--- config.mk ---
export PLATFORM = sky130hd
export DESIGN_NAME = hazard_forward_ctrl
export DESIGN_NICKNAME = d
export VERILOG_FILES = /design/src/rtl/pipe_hazard_pkg.sv /design/src/rtl/hazard_stage_reg.sv /design/src/rtl/hazard_forward_ctrl.sv
export SDC_FILE = /design/constraint.sdc
export NUM_CORES = 1
export LEC_CHECK = 0
export CAP_MARGIN = 20
export CORE_ASPECT_RATIO = 1.2
export CORE_MARGIN = 1
export CORE_UTILIZATION = 45
export DETAILED_ROUTE_END_ITERATION = 6
export GPL_TIMING_DRIVEN = 0
export PLACE_DENSITY_LB_ADDON = 0.25
export SYNTH_ARGS = -nofsm -noshare
export SYNTH_HDL_FRONTEND = slang
export SYNTH_SLANG_ARGS = --single-unit
--- constraint.sdc ---
create_clock -name clk -period 3.55 [get_ports clk]
set_input_delay 0.71 -clock clk [delete_from_list [all_inputs] [get_ports clk]]
set_output_delay 0.71 -clock clk [all_outputs]
set_load 0.005 [all_outputs]
--- src/rtl/pipe_hazard_pkg.sv ---
// Shared definitions for the pipeline hazard/forwarding controller.
// Latency: n/a (types, constants and a pure helper function).
// Backpressure: n/a.
package pipe_hazard_pkg;

    localparam int RAW = 5;
    localparam int TW  = 2;

    // Bypass-mux select encodings.
    localparam logic [2:0] SEL_RF     = 3'b000;
    localparam logic [2:0] SEL_PC8_E  = 3'b001;
    localparam logic [2:0] SEL_ALU_M  = 3'b010;
    localparam logic [2:0] SEL_HILO_M = 3'b011;
    localparam logic [2:0] SEL_PC8_M  = 3'b100;
    localparam logic [2:0] SEL_WB     = 3'b101;

    // A source operand that is never read carries this Tuse.
    localparam logic [TW-1:0] TUSE_NONE = 2'd3;

    typedef enum logic [1:0] {
        SRC_ALU  = 2'd0,
        SRC_HILO = 2'd1,
        SRC_PC8  = 2'd2,
        SRC_MEM  = 2'd3
    } src_t;

    // Shadow copy of one instruction's hazard-relevant fields.
    typedef struct packed {
        logic [RAW-1:0] rs;
        logic [RAW-1:0] rt;
        logic [RAW-1:0] wa;
        logic [TW-1:0]  tnew;
        src_t           src;
    } stage_t;

    // Priority bypass select for one operand: E (PC8 only) > M (ready) > W > RF.
    // A producer that matches but is not ready falls through to the older stage;
    // the stall logic guarantees such a value is never actually consumed.
    function automatic logic [2:0] fwd_sel(input logic [RAW-1:0] r, input logic use_e,
                                           input stage_t e, input stage_t m, input stage_t w);
        logic [2:0] sel;
        sel = SEL_RF;
        if (r != '0) begin
            if (use_e && r == e.wa && e.src == SRC_PC8 && e.tnew == '0) begin
                sel = SEL_PC8_E;
            end else if (r == m.wa && m.tnew == '0 && m.src != SRC_MEM) begin
                case (m.src)
                    SRC_ALU:  sel = SEL_ALU_M;
                    SRC_HILO: sel = SEL_HILO_M;
                    default:  sel = SEL_PC8_M;
                endcase
            end else if (r == w.wa) begin
                sel = SEL_WB;
            end
        end
        return sel;
    endfunction

endpackage

--- src/rtl/hazard_stage_reg.sv ---
// One shadow pipeline stage of hazard info; optional saturating Tnew decrement on load.
// Latency: 1 cycle (register).
// Backpressure: none; bubble loads an empty instruction (wa=0, tnew=0).
module hazard_stage_reg
    import pipe_hazard_pkg::*;
#(
    parameter bit DEC_TNEW = 1'b1
) (
    input  logic   clk,
    input  logic   rst_n,
    input  logic   bubble,
    input  stage_t d,
    output stage_t q
);

    // Advance one instruction per clock; Tnew counts down toward ready.
    always_ff @(posedge clk or negedge rst_n) begin
        if (!rst_n) begin
            q <= '0;
        end else if (bubble) begin
            q <= '0;
        end else begin
            q <= d;
            if (DEC_TNEW && d.tnew != '0) begin
                q.tnew <= d.tnew - 2'd1;
            end
        end
    end

endmodule

--- src/rtl/hazard_forward_ctrl.sv ---
// Hazard/forwarding controller for the 5-stage pipeline (optional HI/LO stall: HAZARD_MD_STALL_EN).
// Latency: 0 cycles, outputs are combinational from shadow stages and D-stage info.
// Backpressure: stall_d holds PC/IF-ID while flush_e injects an E bubble.
module hazard_forward_ctrl
    import pipe_hazard_pkg::*;
(
    input  logic           clk,
    input  logic           rst_n,
    input  logic [RAW-1:0] rs_d,
    input  logic [RAW-1:0] rt_d,
    input  logic [TW-1:0]  tuse_rs_d,
    input  logic [TW-1:0]  tuse_rt_d,
    input  logic [RAW-1:0] wa_d,
    input  logic [TW-1:0]  tnew_d,
    input  logic [1:0]     src_d,
    input  logic           md_use_d,
    input  logic           md_busy_e,
    output logic           stall_d,
    output logic           flush_e,
    output logic [2:0]     sel_rs_d,
    output logic [2:0]     sel_rt_d,
    output logic [2:0]     sel_rs_e,
    output logic [2:0]     sel_rt_e,
    output logic           sel_rt_m
);

    stage_t info_d;
    stage_t st_e;
    stage_t st_m;
    stage_t st_w;
    logic   hz_rs;
    logic   hz_rt;
    logic   stall_any;

    assign info_d = {rs_d, rt_d, wa_d, tnew_d, src_d};

    // Tnew is counted from E entry, so the E stage loads it unchanged.
    hazard_stage_reg #(.DEC_TNEW(1'b0)) u_stage_e (
        .clk   (clk),
        .rst_n (rst_n),
        .bubble(stall_any),
        .d     (info_d),
        .q     (st_e)
    );

    hazard_stage_reg #(.DEC_TNEW(1'b1)) u_stage_m (
        .clk   (clk),
        .rst_n (rst_n),
        .bubble(1'b0),
        .d     (st_e),
        .q     (st_m)
    );

    hazard_stage_reg #(.DEC_TNEW(1'b1)) u_stage_w (
        .clk   (clk),
        .rst_n (rst_n),
        .bubble(1'b0),
        .d     (st_m),
        .q     (st_w)
    );

`ifndef HAZARD_MD_STALL_EN
    // HI/LO ordering is left to software in this build.
    logic md_unused;
    assign md_unused = md_use_d ^ md_busy_e;
`endif

    // Stall when a D operand is needed before its in-flight producer is ready.
    always_comb begin
        hz_rs = (rs_d != '0) &&
                ((rs_d == st_e.wa && tuse_rs_d < st_e.tnew) ||
                 (rs_d == st_m.wa && tuse_rs_d < st_m.tnew));
        hz_rt = (rt_d != '0) &&
                ((rt_d == st_e.wa && tuse_rt_d < st_e.tnew) ||
                 (rt_d == st_m.wa && tuse_rt_d < st_m.tnew));
        stall_any = hz_rs | hz_rt;
`ifdef HAZARD_MD_STALL_EN
        stall_any = stall_any | (md_use_d & md_busy_e);
`endif
    end

    // Bypass selects and stall outputs, forced quiet while reset is asserted.
    always_comb begin
        stall_d  = 1'b0;
        flush_e  = 1'b0;
        sel_rs_d = SEL_RF;
        sel_rt_d = SEL_RF;
        sel_rs_e = SEL_RF;
        sel_rt_e = SEL_RF;
        sel_rt_m = 1'b0;
        if (rst_n) begin
            stall_d  = stall_any;
            flush_e  = stall_any;
            sel_rs_d = fwd_sel(rs_d, 1'b1, st_e, st_m, st_w);
            sel_rt_d = fwd_sel(rt_d, 1'b1, st_e, st_m, st_w);
            sel_rs_e = fwd_sel(st_e.rs, 1'b0, '0, st_m, st_w);
            sel_rt_e = fwd_sel(st_e.rt, 1'b0, '0, st_m, st_w);
            sel_rt_m = (st_m.rt != '0) && (st_m.rt == st_w.wa);
        end
    end

endmodule

Word-level counts from Yosys, hierarchy flattened
Index checks and enable logic that the tools add are counted.

storage, ports and cells
  register bits after elaboration = 38
  output and inout bits = 15
  word-level logic and storage cells = 83

operators by class
  $add $sub $neg = 1
  order comparisons = 4
  equal/unequal tests = 14
  mux-type cells = 23
  bitwise operators = 1
  reduce and logical (&&, ||, !) cells = 30

operators by type and width
  kind                 number
  $eq 5x5->1           11
  $mux 3               18
  $reduce_bool 5->1    5
  $logic_and 1x1->1    19
  $mux 19              1
  $lt 2x2->1           4
  $logic_not 2->1      3
  $pmux 3 s2           1
  $eq 2x1->1 const B   1
  $eq 2x2->1 const B   1
  $logic_or 1x1->1     2
  $mux 1               2
  $mux 2               1
  $ne 2x2->1 const B   1
  $reduce_bool 2->1    1
  $sub 2x1->2 const B  1
  $or 1x1->1           1

Depth between registers and ports, before layout
  depth after elaboration = 7
  depth in mapped cells = 8

Modules after synthesis
From an unflattened synthesis, not the netlist that was laid out.

unflattened totals
  cells, all modules = 267
  area total of the unflattened synthesis = 2899.0 µm²

modules (own cells, without submodules)
  module                             times used  cells an instance  area an instance (µm²)
  hazard_stage_reg at u_stage_m ...  2           39                 621.8
  hazard_forward_ctrl                1           150                1043.5
  hazard_stage_reg at u_stage_e      1           39                 611.8

Least setup slack after synthesis
Ideal clock, no wire load.

  path type = input port to output port
  start = in tuse_rt_d[1]
  end = out stall_d
  arrival time = 1885 ps
  required time = 2840 ps
  slack = 955 ps
  stages = 7
  path buffers = 2
  cells stage by stage = ha_1 > o21ai_0 > nor4b_1 > o21a_1 > buf_2 > o21a_1 > buf_4

on the way
  word-level cells in the longest chain between the ends = 6

ends and longest elaborated chain
  item                                         RTL line                                              RTL
  from (decl)                                  hazard_forward_ctrl.sv:12                             input logic [TW-1:0] tuse_rt_d,
  $lt 2x2->1, on equally long branches         hazard_forward_ctrl.sv:74, hazard_forward_ctrl.sv:75
  $logic_and 1x1->1, on equally long branches  hazard_forward_ctrl.sv:74, hazard_forward_ctrl.sv:75
  $logic_or 1x1->1 (*)                         hazard_forward_ctrl.sv:74                             ((rt_d == st_e.wa && tuse_rt_d < st_e.tnew) ||
  $logic_and 1x1->1 (*)                        hazard_forward_ctrl.sv:73                             hz_rt = (rt_d != '0) &&
  $or 1x1->1 (*)                               hazard_forward_ctrl.sv:76                             stall_any = hz_rs | hz_rt;
  $mux 1 (*)                                   --
  to (decl)                                    hazard_forward_ctrl.sv:18                             output logic stall_d,

Mark *: on every way between the ends. The rest lies on a longest branch, timed or not.

Final worst setup path
  start = in tuse_rt_d[1]
  end = out stall_d

on the way
  word-level cells in the longest chain between the ends = 6

ends and longest elaborated chain
  item                                         RTL line                                              RTL
  $lt 2x2->1, on equally long branches         hazard_forward_ctrl.sv:74, hazard_forward_ctrl.sv:75
  $logic_and 1x1->1, on equally long branches  hazard_forward_ctrl.sv:74, hazard_forward_ctrl.sv:75
  $logic_or 1x1->1 (*)                         hazard_forward_ctrl.sv:74
  $logic_and 1x1->1 (*)                        hazard_forward_ctrl.sv:73
  $or 1x1->1 (*)                               hazard_forward_ctrl.sv:76
  $mux 1 (*)                                   hazard_forward_ctrl.sv:91                             if (rst_n) begin

Marked as above.

==> results.py <==
metrics = {
    "logic_synthesis": {
        "synth.avg_cell_area_um2": 10.5,
        "synth_common_cells": "dfrtp_1, xnor2_1, xor2_1",
        "ys_async_sr_fraction_pct": 100,
        "synth_area_leaders": "dfrtp_1, xnor2_1, xor2_1",
        "yosysMostFrequentCell": "dfrtp_1",
        "synthFlopType": "dfrtp_1",
        "yosysUniqueCellTypes": 36,
        "yosys_warnings": 0,
        "synth_enable_flop_cells": 0,
        "syn_area_um2": 2290,
        "syn_nets": 250,
        "ys_ff_latch": 38,
        "synth_seq_area_share_pct": 41.5,
        "syn_inst": 219,
        "netlist.area_leader.share_pct": 41.5,
        "synth_area_leader_cell": "dfrtp_1",
    },
    "grt": {
        "grt_max_degree": 29,
        "grt_pass1_wl_um": 8690,
        "grt_pass1_vias": 1746,
        "antenna_found_initial": 0,
        "gr-total-overflow": 0,
        "grt_usage_pct": 22.9,
    },
    "worst_setup_path": {
        "cp-startpoint": "tuse_rt_d[1]",
        "setup.worst_path.end": "stall_d",
        "cp.required_ns": 2.84,
        "crit_type": "input port to output pin",
        "timing.rr.start": "u_stage_e.q[3]$_DFF_PN0_",
        "slowest_stage": "clkdlybuf4s50_1",
        "r2r_cells": 9,
        "path_buf_inv": 4,
        "reg2reg_slack_ns": 1.72,
        "crit_cells": 9,
        "cp-start-kind": "input port",
        "critPathMaxStageDelay_ns": 0.48,
        "cp.arrival_ns": 2.75,
        "worst-path-max-fanout": 4,
        "critPathCaptureType": "output pin",
        "rr_endpoint": "u_stage_e.q[4]$_DFF_PN0_",
        "path_delay_family": "buffers and inverters",
        "crit_chain": "clkdlybuf4s50_1, ha_1, o21ai_2, nor4b_4, o21a_1, buf_6, o21a_1, buf_4, clkdlybuf4s50_1",
    },
    "finish": {
        "finalNetCount": 302,
        "drive_gt1_share_pct": 17.6,
        "fill_cells": 443,
        "diodes": 0,
        "finalNonFillerCells": 332,
        "area_growth_pct": 30.2,
    },
    "floorplan": {
        "die_w_um": 67.1,
        "rows": 28,
        "io_pins": 42,
        "fp.coreArea_um2": 4900,
        "start_util_pct": 46.7,
        "die_h_um": 80.1,
        "dieArea_um2": 5380,
    },
    "hold_path": {
        "min_path_type": "input port to async pin",
    },
    "sta": {
        "period_needed_ns": 3.46,
        "finalCritPeriodShare_pct": 97.6,
        "finalMaxSlewViolations": 0,
        "finalSetupViolations": 0,
        "fmax_ghz": 0.289,
        "tightestPinTransition_ns": 0.682,
        "holdWs_ns": 0.335,
        "hold_viol_final": 0,
        "maxSlewHeadroom_pct": 53.9,
        "clock_skew_ns": 0.0113,
    },
    "placed_design": {
        "dp.cells": 319,
        "portBuffers": 39,
        "dp_hpwl_um": 3920,
        "place_congestion": 0.790,
    },
    "routing": {
        "final_antenna_net_count": 0,
        "drcViolationCount": 0,
        "vias": 1784,
        "drt_first_pass_iters": 4,
        "finalWirelength_um": 5470,
        "drt_iter0_markers": 53,
        "wl_per_cell_um": 16.5,
        "viasPerCell": 5.37,
    },
    "cts": {
        "clockRootBuffer": "clkbuf_8",
        "cts_made_buffers": 5,
        "clkLatencyLatePin_ns": 0.30,
        "numClockSinks": 38,
        "htreeDepth": 2,
        "clkTransAtPathRegs_ns": 0.08,
        "cts_tree": "done",
        "clockBufferDepth": 2,
    },
    "power": {
        "power.density_nw_per_um2": 387,
        "vdd_drop_max_uv": 231,
        "total_leakage_power_nw": 1.20,
    },
    "run_status": {
        "status": "finished clean",
    },
    "job": {
        "maxCapViolCount": 0,
    },
}
[how the worst min path moves through the flow]
stage	endpoint	slack, ns	cells past startpoint
2_1_floorplan	u_stage_m.q[1]$_DFF_PN0_	0.35	0
3_3_place_gp	u_stage_m.q[0]$_DFF_PN0_	0.36	0
3_5_place_dp	u_stage_m.q[1]$_DFF_PN0_	0.37	0
4_1_cts	u_stage_m.q[9]$_DFF_PN0_	0.35	1
5_1_grt	u_stage_m.q[9]$_DFF_PN0_	0.36	1
6_report	u_stage_w.q[4]$_DFF_PN0_	0.33	1
[state kept, by name, indices dropped and copies added (netlist names)]
register / cells
u_stage_e.q: 19
u_stage_m.q: 14
u_stage_w.q: 5
[per-stage QoR]
stage	power, W	setup WS [ns]	instance area, um2	TNS, ns	utilization, %
3_3_place_gp	0.000771	-0.960	2760	-11.56	56.2
2_1_floorplan	0.000680	0.955	2290	0	-
4_1_cts	0.00115	0.00141	2910	0	59.4
6_report	0.00115	0.0855	2980	0	60.8
5_1_grt	0.00121	-0.0134	2980	-0.0211	60.8
3_5_place_dp	0.000780	-0.280	2770	-0.490	56.5
[cells by family after synthesis]
logic type | Yosys count | share of synthesized area [%]
adder cells (fa/ha/maj) | 4 | 2.19
buffers and inverters | 17 | 4.70
flip-flops | 38 | 41.5
AND/OR/NAND/NOR | 85 | 24.8
AO/OA/AOI/OAI | 21 | 6.18
XOR/XNOR | 54 | 20.7
[power breakdown]
group | switching (W) | total [W] | internal [W] | leakage (nW)
combinational | 0.000140 | 0.000280 | 0.000139 | 0.696
clock | 0.000155 | 0.000362 | 0.000207 | 0.0579
sequential | 0.0000395 | 0.000511 | 0.000471 | 0.450
[routing by layer]
layer,up-vias,track usage (%),wire (um)
li1,851,-,-
met1,870,28.0,2370
met2,53,37.7,2760
met3,10,4.69,203
met4,0,10.6,135
met5,-,0,0
[area by class of cell]
cell class,count,area [um2],share of cell area [%]
clock inverters,3,40.0,1.34
well taps,60,75.1,2.52
repair buffers,45,433,14.5
flip-flops and latches,38,951,31.9
multi-input cells,164,1290,43.4
plain buffers,13,105,3.53
clock buffers,5,68.8,2.31
inverters,4,15.0,0.504
[what timing repair did]
action / CTS / global route
hold buffers: 0 / 0
gates resized for setup: 19 / 9
pin swaps: 1 / 4
buffers inserted: 0 / 5
setup endpoints to repair: 3 / 2
hold endpoints to repair: 0 / 0
[cells in the final DEF (no fill, tap or decap), drive strengths merged, types with 3 or more instances in the layout]
master,instances
xnor2,36
nand2,16
inv,4
clkbuf,10
a21oi,6
dfrtp,38
nand3,11
nor2,8
buf,15
nand4,4
ha,4
xor2,18
dlygate4sd2,10
o21ai,6
nor3b,19
nor3,11
clkdlybuf4s50,27
o21a,3
nor4b,5
(Power assumes the default switching activity.)
